[config.mk]
export PLATFORM = sky130hd
export DESIGN_NAME = hamming_pair_engine_flat
export DESIGN_NICKNAME = d
export VERILOG_FILES = /design/src/rtl/hamming_pair_engine_if.sv /design/src/rtl/hamming_pair_engine.sv /design/src/flat_wrapper.sv
export SDC_FILE = /design/constraint.sdc
export NUM_CORES = 1
export LEC_CHECK = 0
export ABC_AREA = 0
export BUFFER_PORTS_ARGS = -buffer_cell sky130_fd_sc_hd__buf_2
export CAP_MARGIN = 25
export CORE_ASPECT_RATIO = 1.2
export CORE_MARGIN = 10
export CORE_UTILIZATION = 30
export CTS_CLUSTER_SIZE = 10
export DETAILED_ROUTE_END_ITERATION = 8
export PLACE_DENSITY = 0.46
export SLEW_MARGIN = 20
export SYNTH_ARGS = -nofsm -noshare
export SYNTH_HDL_FRONTEND = slang
export SYNTH_SLANG_ARGS = --single-unit
[constraint.sdc]
create_clock -name clk -period 8.4 [get_ports clk]
set_clock_uncertainty 0.15 [all_clocks]
set_input_delay 1.26 -clock clk [delete_from_list [all_inputs] [get_ports clk]]
set_output_delay 1.26 -clock clk [all_outputs]
set_load 0.01 [all_outputs]
[src/rtl/hamming_pair_engine_if.sv]
// Purpose : bundles the start/done handshake, the byte-wide data memory bus
//           and the result ports of hamming_pair_engine.
// Signals : start/done      request / acknowledge handshake
//           mem_addr/mem_rdata/mem_we/mem_wdata  synchronous-read byte memory
//           min_dist/max_dist/min_pair/max_pair  running and final results
// Modports: master = the engine, slave = the environment (controller + memory).
interface hamming_pair_engine_if #(
   parameter int unsigned ADDR_W = 8
);
   logic              start;
   logic              done;
   logic [ADDR_W-1:0] mem_addr;
   logic [7:0]        mem_rdata;
   logic              mem_we;
   logic [7:0]        mem_wdata;
   logic [4:0]        min_dist;
   logic [4:0]        max_dist;
   logic [9:0]        min_pair;
   logic [9:0]        max_pair;

   modport master (
      input  start, mem_rdata,
      output done, mem_addr, mem_we, mem_wdata,
      output min_dist, max_dist, min_pair, max_pair
   );

   modport slave (
      output start, mem_rdata,
      input  done, mem_addr, mem_we, mem_wdata,
      input  min_dist, max_dist, min_pair, max_pair
   );
endinterface

[src/rtl/hamming_pair_engine.sv]
// Purpose : loads N_WORDS 16-bit operands from data memory bytes [0:2*N_WORDS-1]
//           (even byte = MSB), finds the minimum and maximum Hamming distance
//           over all unordered pairs, and writes them to MIN_ADDR / MAX_ADDR.
// Ports   : clk    - single clock, rising edge
//           rst_n  - synchronous active-low reset
//           bus    - hamming_pair_engine_if.master (handshake, memory, results)
// Handshake: start must be seen high once (armed) before a low start launches
//           a run; done is held in DONE until start is seen high again.
module hamming_pair_engine #(
   parameter int unsigned N_WORDS  = 32,
   parameter int unsigned ADDR_W   = 8,
   parameter int unsigned MIN_ADDR = 64,
   parameter int unsigned MAX_ADDR = 65
) (
   input  logic                  clk,
   input  logic                  rst_n,
   hamming_pair_engine_if.master bus
);
   localparam int unsigned N_BYTES = 2 * N_WORDS;
   localparam int unsigned LCNT_W  = $clog2(N_BYTES + 1);
   localparam int unsigned BIDX_W  = $clog2(N_BYTES);

   typedef enum logic [2:0] {IDLE, LOAD, CMP, WMIN, WMAX, DONE} state_t;

   state_t              state, state_nx;
   logic                armed;
   logic [LCNT_W-1:0]   lcnt;
   logic [BIDX_W-1:0]   bidx;
   logic [4:0]          j, k;
   logic [15:0]         ops [N_WORDS];
   logic [4:0]          d;
   logic [4:0]          min_q, max_q;
   logic [9:0]          min_pair_q, max_pair_q;
   logic                launch, load_last, cmp_last;

   function automatic logic [4:0] popcount16(input logic [15:0] v);
      logic [4:0] n;
      n = '0;
      for (int unsigned i = 0; i < 16; i++) n = n + {4'b0, v[i]};
      return n;
   endfunction

   assign launch    = armed & ~bus.start;
   assign load_last = (lcnt == LCNT_W'(N_BYTES));
   assign cmp_last  = (j == 5'(N_WORDS - 2)) && (k == 5'(N_WORDS - 1));
   // Byte captured this cycle is the one addressed on the previous cycle.
   assign bidx      = BIDX_W'(lcnt - LCNT_W'(1));
   assign d         = popcount16(ops[j] ^ ops[k]);

   assign bus.min_dist = min_q;
   assign bus.max_dist = max_q;
   assign bus.min_pair = min_pair_q;
   assign bus.max_pair = max_pair_q;

   always_ff @(posedge clk) begin
      if (!rst_n) state <= IDLE;
      else        state <= state_nx;
   end

   always_comb begin
      state_nx      = state;
      bus.done      = 1'b0;
      bus.mem_we    = 1'b0;
      bus.mem_addr  = '0;
      bus.mem_wdata = '0;
      case (state)
         IDLE: if (launch) state_nx = LOAD;
         LOAD: begin
            // The final LOAD cycle only drains the last read byte.
            if (!load_last) bus.mem_addr = ADDR_W'(lcnt);
            else            state_nx     = CMP;
         end
         CMP:  if (cmp_last) state_nx = WMIN;
         WMIN: begin
            bus.mem_addr  = ADDR_W'(MIN_ADDR);
            bus.mem_wdata = {3'b0, min_q};
            bus.mem_we    = 1'b1;
            state_nx      = WMAX;
         end
         WMAX: begin
            bus.mem_addr  = ADDR_W'(MAX_ADDR);
            bus.mem_wdata = {3'b0, max_q};
            bus.mem_we    = 1'b1;
            state_nx      = DONE;
         end
         DONE: begin
            bus.done = 1'b1;
            if (bus.start) state_nx = IDLE;
         end
         default: state_nx = IDLE;
      endcase
   end

   always_ff @(posedge clk) begin
      if (!rst_n) begin
         armed      <= 1'b0;
         lcnt       <= '0;
         j          <= '0;
         k          <= 5'd1;
         min_q      <= 5'd16;
         max_q      <= '0;
         min_pair_q <= '0;
         max_pair_q <= '0;
      end else begin
         armed <= armed | bus.start;
         case (state)
            IDLE: if (launch) begin
               armed      <= 1'b0;
               lcnt       <= '0;
               j          <= '0;
               k          <= 5'd1;
               min_q      <= 5'd16;
               max_q      <= '0;
               min_pair_q <= '0;
               max_pair_q <= '0;
            end
            LOAD: lcnt <= lcnt + LCNT_W'(1);
            CMP: begin
               // Strict compares: ties keep the earliest pair in scan order.
               if (d < min_q) begin
                  min_q      <= d;
                  min_pair_q <= {j, k};
               end
               if (d > max_q) begin
                  max_q      <= d;
                  max_pair_q <= {j, k};
               end
               if (k == 5'(N_WORDS - 1)) begin
                  j <= j + 5'd1;
                  k <= j + 5'd2;
               end else begin
                  k <= k + 5'd1;
               end
            end
            default: ;
         endcase
      end
   end

   // Operand file: plain storage, every entry rewritten on each run.
   always_ff @(posedge clk) begin
      if (state == LOAD && lcnt != '0) begin
         if (!bidx[0]) ops[bidx[BIDX_W-1:1]][15:8] <= bus.mem_rdata;
         else          ops[bidx[BIDX_W-1:1]][7:0]  <= bus.mem_rdata;
      end
   end
endmodule

[src/flat_wrapper.sv]
// flat-port wrapper written by rule: the top's interface ports become plain ports
module hamming_pair_engine_flat 
#(
   parameter int unsigned N_WORDS  = 32,
   parameter int unsigned ADDR_W   = 8,
   parameter int unsigned MIN_ADDR = 64,
   parameter int unsigned MAX_ADDR = 65
)
  (clk, rst_n, bus_start, bus_mem_rdata, bus_done, bus_mem_addr, bus_mem_we, bus_mem_wdata, bus_min_dist, bus_max_dist, bus_min_pair, bus_max_pair);
  hamming_pair_engine_if #(.ADDR_W(ADDR_W)) bus_i ();
  input  logic clk;
  input  logic rst_n;
  input wire logic [$bits(bus_i.start)-1:0] bus_start;
  input wire logic [$bits(bus_i.mem_rdata)-1:0] bus_mem_rdata;
  output wire logic [$bits(bus_i.done)-1:0] bus_done;
  output wire logic [$bits(bus_i.mem_addr)-1:0] bus_mem_addr;
  output wire logic [$bits(bus_i.mem_we)-1:0] bus_mem_we;
  output wire logic [$bits(bus_i.mem_wdata)-1:0] bus_mem_wdata;
  output wire logic [$bits(bus_i.min_dist)-1:0] bus_min_dist;
  output wire logic [$bits(bus_i.max_dist)-1:0] bus_max_dist;
  output wire logic [$bits(bus_i.min_pair)-1:0] bus_min_pair;
  output wire logic [$bits(bus_i.max_pair)-1:0] bus_max_pair;
  assign bus_i.start = bus_start;
  assign bus_i.mem_rdata = bus_mem_rdata;
  assign bus_done = bus_i.done;
  assign bus_mem_addr = bus_i.mem_addr;
  assign bus_mem_we = bus_i.mem_we;
  assign bus_mem_wdata = bus_i.mem_wdata;
  assign bus_min_dist = bus_i.min_dist;
  assign bus_max_dist = bus_i.max_dist;
  assign bus_min_pair = bus_i.min_pair;
  assign bus_max_pair = bus_i.max_pair;
  hamming_pair_engine #(.N_WORDS(N_WORDS), .ADDR_W(ADDR_W), .MIN_ADDR(MIN_ADDR), .MAX_ADDR(MAX_ADDR)) u_core (.clk(clk), .rst_n(rst_n), .bus(bus_i));
endmodule
After elaboration in Yosys (flattened, before gate mapping)

Memories as Yosys holds them, arrays and structs flattened. A register that Yosys moved wholly into a read port is not among the register bits.
Cells that the tools add are included.
W data, S select, Z words.

Bitwise operators: 4
Reduce and logical (&&, ||, !) cells: 13
Magnitude comparators: 2
Multiplexer cells: 40
Equal/unequal tests: 15
Add/subtract/negate cells: 20

Operators with widths:

| cell                  | number |
|---|---|
| $add A5 B1 Y5         | 14 |
| $mux W5               | 11 |
| $pmux W5 S2           | 5 |
| $pmux W10 S2          | 2 |
| $mux W10              | 3 |
| $pmux W8 S3           | 1 |
| $pmux W3 S6           | 1 |
| $xor A16 B16 Y16      | 1 |
| $mux W7               | 2 |
| $pmux W7 S2           | 1 |
| $mux W3               | 4 |
| $ne A2 B1 Y1 const B  | 6 |
| $add A5 B1 Y5 const B | 2 |
| $eq A5 B5 Y1 const B  | 2 |
| $mux W1               | 10 |
| $reduce_and A3 Y1     | 3 |
| $add A7 B1 Y7 const B | 1 |
| $eq A7 B7 Y1 const B  | 1 |
| $reduce_bool A7 Y1    | 1 |
| $eq A3 B2 Y1 const B  | 2 |
| $eq A3 B3 Y1 const B  | 2 |
| $sub A6 B1 Y6 const B | 1 |
| $add A5 B2 Y5 const B | 1 |
| $gt A5 B5 Y1          | 1 |
| 13 further kinds      | 16 |

Output and inout port bits: 48
Input port bits: 11
Bits in registers: 51
Memories: 1
RAM bits: 512
Word-level logic and storage cells: 104

Memories:

| name       | depth | width | read ports | clocked after memory_dff | wr ports | line                      | source |
|---|---|---|---|---|---|---|---|
| u_core.ops | 32    | 16    | 2          | 2                        | 1        | hamming_pair_engine.sv:30 | `logic [15:0] ops [N_WORDS];` |

Longest topological paths before layout

Word-level depth: 19
Gate-level depth with buffers: 28
Gate-level depth less buffers: 24

Worst setup path before layout

No wires, ideal clock.

Path type: flip-flop to flip-flop
From: reg with a tool-made name
To: reg u_core.min_q[1], in the netlist u_core.bus.min_dist[1]
Setup time: 0.117 ns
Data required time: 8.133 ns
Stages on the path, launching flop included: 26
Period minus slack after synthesis: 6.570 ns
Arrival time: 6.303 ns
Slack: 1.830 ns
Path buffers: 3
Path through: dfxtp_1 -> buf_2 -> buf_2 -> mux2_2 -> o2111a_1 -> a41oi_1 -> nand3_1 -> xor2_1 -> ha_1 -> fa_1 -> fa_1 -> fa_1 -> fa_1 -> inv_1 -> fa_1 -> inv_1 -> fa_1 -> xor2_1 -> ha_1 -> a21o_1 -> a21o_1 -> a211oi_1 -> nor2_1 -> o21a_1 -> buf_2 -> a22o_1

RTL lines:

| element              | line                       | source |
|---|---|---|
| end signal, assigned | hamming_pair_engine.sv:100 | `min_q <= 5'd16;` |
| end signal, assigned | hamming_pair_engine.sv:112 | `min_q <= 5'd16;` |
| end signal, assigned | hamming_pair_engine.sv:121 | `min_q <= d;` |
| end, declared        | hamming_pair_engine.sv:32  | `logic [4:0] min_q, max_q;` |

==> results.md <==
* Status: finished clean
* Synth top area cells: edfxtp_1, mux4_2, dfxtp_1, mux2i_1, o22ai_1
* CP startpoint kind: flip-flop
* Number of post-CTS setup repair buffers at 0
* Hold path start: u_core.bus.max_pair[6]
* Sequential share of the synthesized area at 60.6%
* Starting DRT DRC Count at 1353
* Pre-antenna DRT Iters at 5
* Post-layout util at between 30 and 40%
* WHS at about 320 ps
* Maximum fanout along the worst path at 20
* Fin cells at between 3000 and 4000
* CTS tree: done
* Post-DP Area at 29000 um^2
* Hold Buf Count CTS at 0
* Peak supply drop at between 0.1 and 0.15 mV
* Root buffer cell: clkbuf_16
* Vias at 16400
* Row count at 121
* Post-synth EDFFs at 512
* Fin nets at 1865
* First-pass GRT wire length at roughly 120000 um
* Dpl cells at 2918
* Post-synth top cells: edfxtp_1, mux4_2, mux2i_1
* Clk Latency, worst-skew pair at approximately 600 ps
* IO Pins at 59
* Final min period at 7920 ps
* Die area at ~100000 um^2
* CTS resizes at 0
* Final Cycle Share at between 90% and 100%
* GR Util All Layers at 16.1%
* Worst slew pin tran at between 1000 and 1500 ps
* Fin. max-slew vios at 0
* Post-synth ARST share at 0%
* PD cells at 193 nW/um^2
* # H-tree levels at 3
* Total power at 6.00 mW
* Most common cell in the netlist: edfxtp_1
* CP Class: flip-flop to flip-flop
* Fin. Hold Viols at 0
* Slew margin rel. at about a quarter
* Synthesized instance count at 1749
* Post-Place Setup Slack at about 350 ps
* Final Cell Area at 31000 um^2
* Post-route ant nets at 0
* Total grt overflow at 0
* Layout area overhead at 13.3%
* Residual DRC count at 0
* Worst hold endpoint: u_core.bus.max_pair[6]
* Synth Cell Area at 27400 um^2
* Vias in the first global route at around 17000
* Worst-path clk slew at about 60 ps
* Ratio of cells with drive above 1 in the final layout at a little under a quarter
* CP endpoint kind: flip-flop
* Synth top area share at 56.2%
* Starting Density at 30.2%
* Final setup fails at 0
* Setup TNS at 0 ps
* CTS sink cnt at 573
* WP data arrival at 8270 ps
* Slack of the worst reg-to-reg path at ~480 ps
* Post-Route WL at about 83000 um
* Leakage at 9.46 nW
* Critical path data required time at 8750 ps
* Placer congestion estimate at 0.895
* Synthesis Warnings at 0
* Yosys top cell by area: edfxtp_1
* Height of the die at 351 um
* R2r endpoint: u_core.bus.min_pair[2]
* #FFs+latches synth at 573
* FMAX at 126 MHz
* Synth Flop Type: edfxtp_1
* Filler instances at 8628
* Worst Reg-to-Reg Cells at 21
* HPWL after DPL at 56900 um
* Max Buffers Root-to-Sink at 3
* Final WS setup at about 480 ps
* Vias per cell at 5.42
* Number of buffers created by CTS at 68
* Yosys cell types at 57
* Max-Cap Viols at 0
* Initial antenna violation count at 0
* Port-buffer cells at 54
* WHS Path Cells at 2
* Post-Syn Area per Cell at 15.7 um^2
* HP Class: flip-flop to flip-flop
* Wire per inst at 27.6 um
* Die Span X at 296 um
* Largest net degree at the start of global routing at 65
* Placeable Area at 90700 um^2
* Unrepaired setup endpoints after global routing: no
==> critical path, stage by stage, from the launching register on <==
cell and delay (ps):
dfxtp_4 640, buf_4 460, mux4_2 580, o22ai_1 440, nor4_2 120, xor2_1 410, fa_1 530, fa_1 500
fa_1 580, fa_1 440, inv_1 80, fa_1 240, inv_1 100, fa_1 450, xor2_1 360, ha_1 320
a21o_1 160, a21o_1 170, a211oi_1 310, nor2_1 80, o21a_1 350, a22o_1 300
==> worst max-delay path by stage <==
stage	endpoint	slack, ps	depth (start not counted)
after floorplan	u_core.bus.min_dist[1]	1830	25
after global placement	u_core.bus.min_pair[6]	350	21
after detailed placement	u_core.bus.min_pair[9]	350	21
after CTS	u_core.bus.min_pair[2]	340	21
after global routing	u_core.bus.min_pair[2]	20	21
final	u_core.bus.min_pair[2]	480	21
==> cells in the final DEF (no fill, tap or decap), types with 5 or more instances in the layout <==
cell | Yosys | final
nor2_1 | 105 | 102
buf_4 | 23 | 66
mux4_2 | 184 | 184
buf_2 | 52 | 53
fa_1 | 10 | 10
nor4_2 | 16 | 16
o21ai_0 | 15 | 15
mux2i_1 | 120 | 120
and3_1 | 5 | 5
nor2b_1 | 40 | 40
and2_1 | 9 | 9
o22ai_1 | 66 | 66
a22oi_1 | 43 | 43
xor2_1 | 20 | 20
a22o_1 | 18 | 18
buf_12 | 1 | 7
clkbuf_1 | 35 | 24
a21boi_0 | 21 | 21
inv_1 | 24 | 24
dfxtp_1 | 61 | 57
clkbuf_16 | 0 | 73
nand2_1 | 66 | 66
ha_1 | 22 | 22
edfxtp_1 | 512 | 512
a31oi_1 | 6 | 6
nand3_1 | 75 | 75
nand4_1 | 17 | 17
xnor2_1 | 6 | 6
a211oi_1 | 27 | 27
a21oi_1 | 64 | 63
nand2b_1 | 11 | 11
==> state kept, by name, summed over array words and instances (netlist names), named ones only <==
signal / cells
u_core.bus.min_dist: 5
u_core.bus.max_pair: 10
u_core.bus.min_pair: 10
u_core.j: 5
u_core.bus.max_dist: 5
u_core.ops: 512
u_core.k: 5
u_core.armed: 1
u_core.state: 3
u_core.lcnt: 7
==> kinds of logic after synthesis <==
group	Yosys count	synth area share (%)
DFF	573	60.6
other	1	0.0137
muxes	308	19.7
AOI/OAI and AO/OA	285	6.98
xor gates and xnor gates	26	0.832
buffers and inverters	151	3.01
adders and majority gates	32	1.74
and+or+nand+nor	373	7.12
==> report_power, final <==
part	total [mW]	switching [mW]	leakage [nW]	internal (mW)
registers	3.11	0.00457	5.09	3.10
clock network	2.71	1.11	0.953	1.60
logic	0.177	0.125	3.41	0.0523
total	6.00	1.24	9.46	4.76
==> metal layers <==
metal  routed length, um  part of all wire, %  vias up  global-route usage, %
met3                4290                  5.1       76                   2.39
met4                1350                  1.6        0                   3.89
met1               35700                   43     8650                   21.2
met5                   0                    0        -                      0
li1                    -                    -     7193                      -
met2               42100                   50      456                   27.5
==> cell type report <==
cell class | count | area (um^2) | area share, %
diodes | 1 | 2.50 | 0.00807
well taps | 1168 | 1460 | 4.71
repair buffers | 127 | 912 | 2.94
inverters | 24 | 90.1 | 0.290
flip-flops and latches | 573 | 16600 | 53.5
clock inverters | 2 | 35.0 | 0.113
multi-input cells | 1028 | 9980 | 32.2
clock buffers | 98 | 1930 | 6.22
Note: power is estimated with default switching activity, not from simulation.
